$ cat config.mk
export PLATFORM = sky130hd
export DESIGN_NAME = uart8_tx_arbiter
export DESIGN_NICKNAME = d
export VERILOG_FILES = /design/src/rtl/uart8_tx_arbiter.sv
export SDC_FILE = /design/constraint.sdc
export NUM_CORES = 1
export LEC_CHECK = 0
export ABC_AREA = 0
export CORE_UTILIZATION = 40
export CTS_CLUSTER_SIZE = 10
export DETAILED_ROUTE_END_ITERATION = 7
export MAX_ROUTING_LAYER = met4
export PLACE_DENSITY = 0.77
export SLEW_MARGIN = 20
export SYNTH_ARGS = -nofsm -noshare
export SYNTH_HDL_FRONTEND = slang
export SYNTH_SLANG_ARGS = --single-unit
$ cat constraint.sdc
create_clock -name clk -period 4 [get_ports clk]
set_input_delay 0.8 -clock clk [delete_from_list [all_inputs] [get_ports clk]]
set_output_delay 0.8 -clock clk [all_outputs]
set_load 0.01 [all_outputs]
$ cat src/rtl/uart8_tx_arbiter.sv
`default_nettype none
// =============================================================================
// Module      : uart8_tx_arbiter
// Description : Round-robin arbiter sharing one 8-bit UART transmitter among
//               NUM_REQ byte producers. Optional frame watchdog is enabled by
//               defining UART_TX_ARB_WATCHDOG_EN.
// Revision    : 1.0 - initial release
// =============================================================================
module uart8_tx_arbiter #(
   parameter int NUM_REQ  = 4,
   parameter int WD_LIMIT = 15
) (
   input  logic                 clk,
   input  logic                 rst_n,
   input  logic                 en,
   input  logic [NUM_REQ-1:0]   req,
   input  logic [8*NUM_REQ-1:0] data,
   output logic [NUM_REQ-1:0]   grant,
   output logic [NUM_REQ-1:0]   ack,
   output logic                 err,
   output logic                 tx_start,
   output logic [7:0]           tx_data,
   input  logic                 tx_busy,
   input  logic                 tx_done
);

   localparam int c_ptr_w = (NUM_REQ > 2) ? $clog2(NUM_REQ) : 1;
   localparam logic [c_ptr_w:0] c_num = (c_ptr_w + 1)'(NUM_REQ);

   typedef enum logic [2:0] {
      ARB_IDLE = 3'd0,
      LAUNCH   = 3'd1,
      SEND     = 3'd2,
      RELEASE  = 3'd3,
      GAP      = 3'd4
   } state_t;

   generate
      if (NUM_REQ < 2 || NUM_REQ > 8 || WD_LIMIT < 4 || WD_LIMIT > 255) begin : g_param_check
         $error("uart8_tx_arbiter: NUM_REQ or WD_LIMIT outside legal range");
      end
   endgenerate

   state_t               r_state;
   logic [c_ptr_w-1:0]   r_ptr;
   logic [c_ptr_w-1:0]   r_winner;

   logic [c_ptr_w-1:0]   w_win_idx;
   logic                 w_win_found;
   logic [7:0]           w_win_byte;
   logic [NUM_REQ-1:0]   w_win_onehot;
   logic [c_ptr_w-1:0]   w_ptr_next;

   // (base + offs) mod NUM_REQ; both operands are below NUM_REQ so one subtract suffices
   function automatic logic [c_ptr_w-1:0] f_wrap_add(input logic [c_ptr_w-1:0] base,
                                                     input logic [c_ptr_w:0]   offs);
      logic [c_ptr_w:0] sum;
      sum = {1'b0, base} + offs;
      if (sum >= c_num) begin
         sum = sum - c_num;
      end
      return sum[c_ptr_w-1:0];
   endfunction

   always_comb begin
      logic [c_ptr_w-1:0] idx;
      w_win_idx   = r_ptr;
      w_win_found = 1'b0;
      idx         = r_ptr;
      for (int k = 0; k < NUM_REQ; k++) begin
         idx = f_wrap_add(r_ptr, k[c_ptr_w:0]);
         if (!w_win_found && req[idx]) begin
            w_win_idx   = idx;
            w_win_found = 1'b1;
         end
      end
   end

   assign w_win_byte   = data[{w_win_idx, 3'b000} +: 8];
   assign w_win_onehot = NUM_REQ'(1) << w_win_idx;
   assign w_ptr_next   = f_wrap_add(r_winner, (c_ptr_w + 1)'(1));

`ifdef UART_TX_ARB_WATCHDOG_EN
   logic [7:0] r_wd_cnt;
   logic       r_err;
   logic       w_wd_expire;

   // Abort on the cycle whose increment would bring the count to WD_LIMIT
   assign w_wd_expire = (r_wd_cnt == 8'(WD_LIMIT - 1));
   assign err         = r_err;
`else
   assign err = 1'b0;
`endif

   always_ff @(posedge clk or negedge rst_n) begin
      if (!rst_n) begin
         r_state  <= ARB_IDLE;
         r_ptr    <= '0;
         r_winner <= '0;
         grant    <= '0;
         ack      <= '0;
         tx_start <= 1'b0;
         tx_data  <= 8'h00;
`ifdef UART_TX_ARB_WATCHDOG_EN
         r_wd_cnt <= 8'h00;
         r_err    <= 1'b0;
`endif
      end else begin
         ack <= '0;
`ifdef UART_TX_ARB_WATCHDOG_EN
         r_err <= 1'b0;
`endif
         if (!en) begin
            // Abandon any frame in flight; the pointer is deliberately kept
            r_state  <= ARB_IDLE;
            tx_start <= 1'b0;
            grant    <= '0;
         end else begin
            case (r_state)
               ARB_IDLE: begin
                  if (w_win_found) begin
                     r_winner <= w_win_idx;
                     tx_data  <= w_win_byte;
                     grant    <= w_win_onehot;
                     tx_start <= 1'b1;
                     r_state  <= LAUNCH;
`ifdef UART_TX_ARB_WATCHDOG_EN
                     r_wd_cnt <= 8'h00;
`endif
                  end
               end
               LAUNCH: begin
                  if (tx_busy) begin
                     tx_start <= 1'b0;
                     r_state  <= SEND;
`ifdef UART_TX_ARB_WATCHDOG_EN
                     r_wd_cnt <= 8'h00;
                  end else if (w_wd_expire) begin
                     tx_start <= 1'b0;
                     r_err    <= 1'b1;
                     r_ptr    <= w_ptr_next;
                     r_state  <= RELEASE;
                  end else begin
                     r_wd_cnt <= r_wd_cnt + 8'h01;
`endif
                  end
               end
               SEND: begin
                  if (tx_done) begin
                     ack     <= grant;
                     r_ptr   <= w_ptr_next;
                     r_state <= RELEASE;
`ifdef UART_TX_ARB_WATCHDOG_EN
                  end else if (w_wd_expire) begin
                     r_err   <= 1'b1;
                     r_ptr   <= w_ptr_next;
                     r_state <= RELEASE;
                  end else begin
                     r_wd_cnt <= r_wd_cnt + 8'h01;
`endif
                  end
               end
               RELEASE: begin
                  if (!tx_busy && !tx_done) begin
                     r_state <= GAP;
                  end
               end
               GAP: begin
                  grant   <= '0;
                  r_state <= ARB_IDLE;
               end
               default: begin
                  r_state <= ARB_IDLE;
               end
            endcase
         end
      end
   end

endmodule
`default_nettype wire

==> reports/results.md, run 1 <==
* Req. time, crit path: 4.19 ns
* final wirelength: 3.02 mm
* asr flop ratio synth: 100%
* setup repair after global routing missed its margin: no
* final antenna diode count: 0
* maximum clock skew at final layout: 0.00747 ns
* overall die area: 3520 um2
* Critical Path Fanout Max: 12
* initial antenna violation count: 0
* Yosys reg bits: 24
* run status: complete, no violations
* Nets: 223
* CTS tree: yes
* CTS sink cnt: 24
* Syn Nets: 165
* Worst Max-Slew Pin Slew: 0.683 ns
* floorplan die height: 59.3 um
* horizontal extent of the die: 59.3 um
* Final GP Congestion: 0.717
* reported leakage power: 0.000841 uW
* detailed-placement wirelength estimate: 2.40 mm
* first-pass GRT wire length: 5.10 mm
* Hold WC Path Type: input port to asynchronous set/reset pin
* final hold violation count: 0
* Synth cell types: 31
* period utilization: 65.1%
* synthesized area per cell: 10.6 um2
* Final Instance Count excl. Fillers: 225
* maximum vdd ir drop: 0.226 mV
* cell at the root of the clock tree: sky130_fd_sc_hd__clkbuf_4
* Rel. slew slack: 54.1%
* number of synthesis warnings: 0
* number of instances resized during post-cts repair: 0
* cells on worst reg2reg path: 6
* largest buffer count on any clock path: 2
* number of enable-type register cells in the synthesized netlist: 0
* clock transition at the register clock pins on the worst setup and hold paths after CTS: 0.13 ns
* setup tns final: 0 ns
* Avg Vias per Cell: 5.00
* floorplan row count: 20
* Worst EP arrival: 2.80 ns
* post-CTS setup buffers: 0
* cts-stage hold buffer count: 0
* r2r startpoint: r_ptr[0]
* synthesized cell area: 1320 um2
* number of top-level pins: 59
* count of endpoints failing setup in the final report: 0
* register-to-register setup slack: 2.00 ns
* Port Buf Inserts: 57
* Post-route DRC: 0
* Floorplan Core Area: 3080 um2
* power per unit of standard cell area: 451 nW/um2
* clock buffer count from CTS: 3
* element type at the critical path end: flop
* Tot GR Track Use: 19.7%
* leftover overflow at the end of global routing: 0
* Crit Reg-Reg Endpoint: tx_data[3]
* deepest level of the CTS H-tree: 1
* critical path launch point type: input port
* critical setup path kind: input port to flop
* placed cell count: 221
* Initial Utilization: 42.7%
* most used flip-flop cell after synthesis: sky130_fd_sc_hd__dfrtp_1
* proportion of synthesized chip area in sequential cells: 45.7%
* launch point of the critical path: req[2]
* Post-Synthesis Cells: 124
* number of global-route vias before repair: 1199
* Starting DRT DRC Count: 27
* pin count of the biggest net entering global routing: 25
* clock latency at the later pin of the worst-skew pair: 0.30 ns
* length of the first detailed-routing pass in iterations: 4
* # Max-Cap Violations: 0
* peak clock frequency supported by timing: 384 MHz
* layout overhead on the synthesized area: 47.4%
* final routed wire length divided by cell count: 13.4 um
* Final Max Slew Viols: 0
* layout cells sized above 1: 11.6%
* minimum clock period after layout: 2.61 ns
* Routed Antenna Nets: 0
* vias: 1125
-- worst max-delay path by stage --
stage / to / slack (ns) / depth (start not counted)
after CTS: tx_data[0] / 1.38 / 7
after global placement: tx_data[3] / 1.14 / 7
after global routing: tx_data[3] / 1.27 / 7
after detailed placement: tx_data[0] / 1.05 / 7
final: tx_data[3] / 1.39 / 7
after floorplan: tx_data[0] / 2.07 / 5
-- sequential cells by signal, indices dropped and copies added, names as in the netlist --
name and flops:
grant 4, r_state 3, ack 4, tx_start 1
r_winner 2, tx_data 8, r_ptr 2
-- critical path: stages --
cell and delay [ns]:
sky130_fd_sc_hd__clkdlybuf4s50_1 0.52, sky130_fd_sc_hd__nor2b_1 0.19, sky130_fd_sc_hd__nor2_1 0.07, sky130_fd_sc_hd__o2bb2ai_2 0.51
sky130_fd_sc_hd__buf_4 0.33, sky130_fd_sc_hd__mux2i_1 0.26, sky130_fd_sc_hd__o221ai_2 0.12
-- cell usage in the layout (no fill, tap or decap), types with 3 or more instances in the layout --
cell                              synthesis  layout
sky130_fd_sc_hd__dfrtp_1                 24      24
sky130_fd_sc_hd__nand2_1                 23      23
sky130_fd_sc_hd__o221ai_2                 9       9
sky130_fd_sc_hd__inv_1                    3       3
sky130_fd_sc_hd__mux2i_1                 16      16
sky130_fd_sc_hd__and2_1                   5       5
sky130_fd_sc_hd__clkdlybuf4s50_1          0      56
sky130_fd_sc_hd__nor3_1                   4       4
sky130_fd_sc_hd__a21oi_1                  7       7
sky130_fd_sc_hd__nor2_1                   7       7
sky130_fd_sc_hd__clkbuf_4                 0       3
sky130_fd_sc_hd__o21ai_0                  3       3
-- layout make-up --
class	instances	area [um2]
multi-input combinational	92	662
sequential	24	601
inverter	3	11.3
timing repair buffer	58	573
tap	44	55.1
clock buffer	4	36.3
fill	253	1140
-- stage by stage --
| stage | cell area (um2) | setup WS (ns) | total power, uW | hold slack (ns) | utilization, % |
|---|---|---|---|---|---|
| floorplan | 1320 | 2.07 | 590 | 0.458 | - |
| CTS | 1940 | 1.38 | 883 | 0.504 | 63.1 |
| finish | 1940 | 1.39 | 875 | 0.445 | 63.0 |
| global route | 1940 | 1.27 | 933 | 0.476 | 63.0 |
| detailed placement | 1910 | 1.05 | 757 | 0.484 | 62.0 |
| global placement | 1910 | 1.14 | 746 | 0.470 | 62.0 |
-- logic make-up (layout without fill, tap and decap cells) --
logic type | after synthesis | after routing | synth area share, %
DFF | 24 | 24 | 45.7
buffers and inverters | 8 | 65 | 4.47
xor gates and xnor gates | 1 | 1 | 0.666
AOI/OAI and AO/OA | 27 | 27 | 19.0
muxes | 16 | 16 | 12.2
other | 1 | 1 | 0.285
and+or+nand+nor | 47 | 47 | 17.7
-- synthesized netlist by cell type (3+ instances only) --
cell                       instances  area [um2]
sky130_fd_sc_hd__dfrtp_1          24         601
sky130_fd_sc_hd__nand2_1          23        86.3
sky130_fd_sc_hd__mux2i_1          16         160
sky130_fd_sc_hd__o221ai_2          9         135
sky130_fd_sc_hd__a21oi_1           7        35.0
sky130_fd_sc_hd__nor2_1            7        26.3
sky130_fd_sc_hd__and2_1            5        31.3
sky130_fd_sc_hd__nor3_1            4        20.0
sky130_fd_sc_hd__buf_4             3        22.5
sky130_fd_sc_hd__inv_1             3        11.3
sky130_fd_sc_hd__o21ai_0           3        15.0
-- metal layers --
metal  up-vias  part of all wire, %  GRT usage (%)  routed length (um)
li1        556                    -              -                   -
met1       514                   45           23.5                1370
met2        53                   48           34.3                1460
met3         2                  5.6           3.49                 169
met4         0                 0.63           4.76                  19
met5         -                    0              -                   0
-- power breakdown --
part	internal, uW	leakage [uW]	switching, uW
logic	217	0.000510	182
registers	304	0.000310	48.7
clock network	55.5	0.0000210	67.7
No activity file was read; power rests on OpenSTA's default activity.
==> inputs of run 2 (changes only) <==
==> constraint.sdc (replaced) <==
create_clock -name clk -period 2.55 [get_ports clk]
set_input_delay 0.51 -clock clk [delete_from_list [all_inputs] [get_ports clk]]
set_output_delay 0.51 -clock clk [all_outputs]
set_load 0.01 [all_outputs]
==> reports/results.md, run 2 (synthesis results as in run 1) <==
* buffering stage count on the worst path with inverters included: 2
* vias: 1160
* maximum vdd ir drop: 0.373 mV
* Initial Utilization: 42.7%
* net switching power of the design: 481 uW
* maximum clock skew at final layout: 0.00240 ns
* Starting DRT DRC Count: 19
* detailed-placement wirelength estimate: 2.38 mm
* delay of the slowest cell on the worst path: 0.58 ns
* setup tns final: 0 ns
* Worst EP arrival: 2.18 ns
* minimum clock period after layout: 1.93 ns
* Crit path max-delay family: simple AND/OR/NAND/NOR gates
* final wirelength: 3.03 mm
* Post-route DRC: 0
* Port Buf Inserts: 57
* critical path launch point type: input port
* Req. time, crit path: 2.80 ns
* final hold violation count: 0
* final routed wire length divided by cell count: 13.3 um
* count of endpoints failing setup in the final report: 0
* horizontal extent of the die: 59.3 um
* Layout fillers: 270
* crit-path most repeated cell: sky130_fd_sc_hd__nand2_1
* Top reg by flops: tx_data
* Crit Reg-Reg Endpoint: tx_data[0]
* internal power: 923 uW
* Critical Path Fanout Max: 10
* overall power of the completed layout: 1400 uW
* first-pass GRT wire length: 4.99 mm
* setup repair after global routing missed its margin: no
* clock buffer count from CTS: 3
* Avg Vias per Cell: 5.09
* run status: complete, no violations
* count of cells along the worst hold path: 1
* length of the first detailed-routing pass in iterations: 4
* end of the worst hold path: r_ptr[0]
* worst-path cell chain: clkdlybuf4s50_1, or4_4, nand2_1, buf_4, nand2_1, o221ai_2
* most common library cell in the layout ignoring fill and taps: sky130_fd_sc_hd__clkdlybuf4s50_1
* final antenna diode count: 0
* largest registers: tx_data: 8 flops, ack: 4 flops, grant: 4 flops
* sequential power share: 39.4%
* part of the power in combinational logic: 46.4%
* period utilization: 75.8%
* library cell contributing the largest single delay on the critical path: sky130_fd_sc_hd__or4_4
* number of global-route vias before repair: 1154
* Floorplan Core Area: 3080 um2
* Tot GR Track Use: 19.8%
* overall die area: 3520 um2
* leftover overflow at the end of global routing: 0
* register-to-register setup slack: 0.92 ns
* CTS sink cnt: 24
* floorplan die height: 59.3 um
* largest buffer count on any clock path: 2
* Final Max Slew Viols: 0
* reported leakage power: 0.000860 uW
* layout overhead on the synthesized area: 50.4%
* layout cells sized above 1: 12.5%
* Nets: 226
* element type at the critical path end: flop
* cell at the root of the clock tree: sky130_fd_sc_hd__clkbuf_4
* post-CTS setup buffers: 0
* CTS tree: yes
* Hold WC Path Type: flop to flop
* critical setup path kind: input port to flop
* leading cell types in the layout, fill and taps excluded: sky130_fd_sc_hd__clkdlybuf4s50_1 (57), sky130_fd_sc_hd__dfrtp_1 (24), sky130_fd_sc_hd__nand2_1 (23)
* clock transition at the register clock pins on the worst setup and hold paths after CTS: 0.12 ns
* deepest level of the CTS H-tree: 1
* max reg flops: 8
* multi-input logic area: 662 um2
* cells on worst reg2reg path: 6
* clock latency at the later pin of the worst-skew pair: 0.32 ns
* Final GP Congestion: 0.739
* power per unit of standard cell area: 710 nW/um2
* switching part of the total: 34.3%
* startpoint of the worst hold path: r_winner[0]
* floorplan row count: 20
* # Max-Cap Violations: 0
* r2r startpoint: r_state[2]
* number of top-level pins: 59
* peak clock frequency supported by timing: 517 MHz
* share of total power in the clock network: 14.2%
* number of instances resized during post-cts repair: 0
* sequential standard cell area: 601 um2
* cts-stage hold buffer count: 0
* Routed Antenna Nets: 0
* critical path depth: 6
* pin count of the biggest net entering global routing: 25
* initial antenna violation count: 0
run 2: power by group through the flow:
stage	Sequential (uW)	Combinational, uW	Clock [uW]
6_report	553	652	199
3_3_place_gp	558	641	0
4_1_cts	554	661	202
3_5_place_dp	558	658	0
2_1_floorplan	577	348	0
5_1_grt	565	712	218
run 2: cell type report:
class | instances | share of cell area [%]
clock buffers | 4 | 1.83
flip-flops and latches | 24 | 30.4
inverters | 3 | 0.569
repair buffers | 61 | 31.0
well taps | 44 | 2.78
multi-input cells | 92 | 33.5
run 2: worst max path at each step:
stage,startpoint,to
floorplan,req[0],tx_data[0]
global placement,req[1],grant[0]
detailed placement,req[1],tx_data[5]
CTS,req[1],grant[0]
global route,req[3],tx_data[7]
finish,req[1],tx_data[0]
run 2: layer usage:
| metal | global-route usage (%) | part of all wire, % |
|---|---|---|
| met2 | 34.8 | 51 |
| met3 | 3.28 | 7.0 |
| met5 | - | 0 |
| met1 | 22.8 | 41 |
| met4 | 6.12 | 1.4 |
run 2: through the flow:
| stage | util (%) | setup WS (ns) | instances | hold slack, ns | instance area (um2) |
|---|---|---|---|---|---|
| floorplan | - | 0.910 | 124 | 0.214 | 1320 |
| global placement | 63.1 | 0.330 | 224 | 0.474 | 1940 |
| detailed placement | 63.1 | 0.294 | 224 | 0.477 | 1940 |
| CTS | 64.3 | 0.614 | 228 | 0.499 | 1980 |
| global route | 64.3 | 0.521 | 228 | 0.523 | 1980 |
| finish | 64.3 | 0.617 | 228 | 0.495 | 1980 |
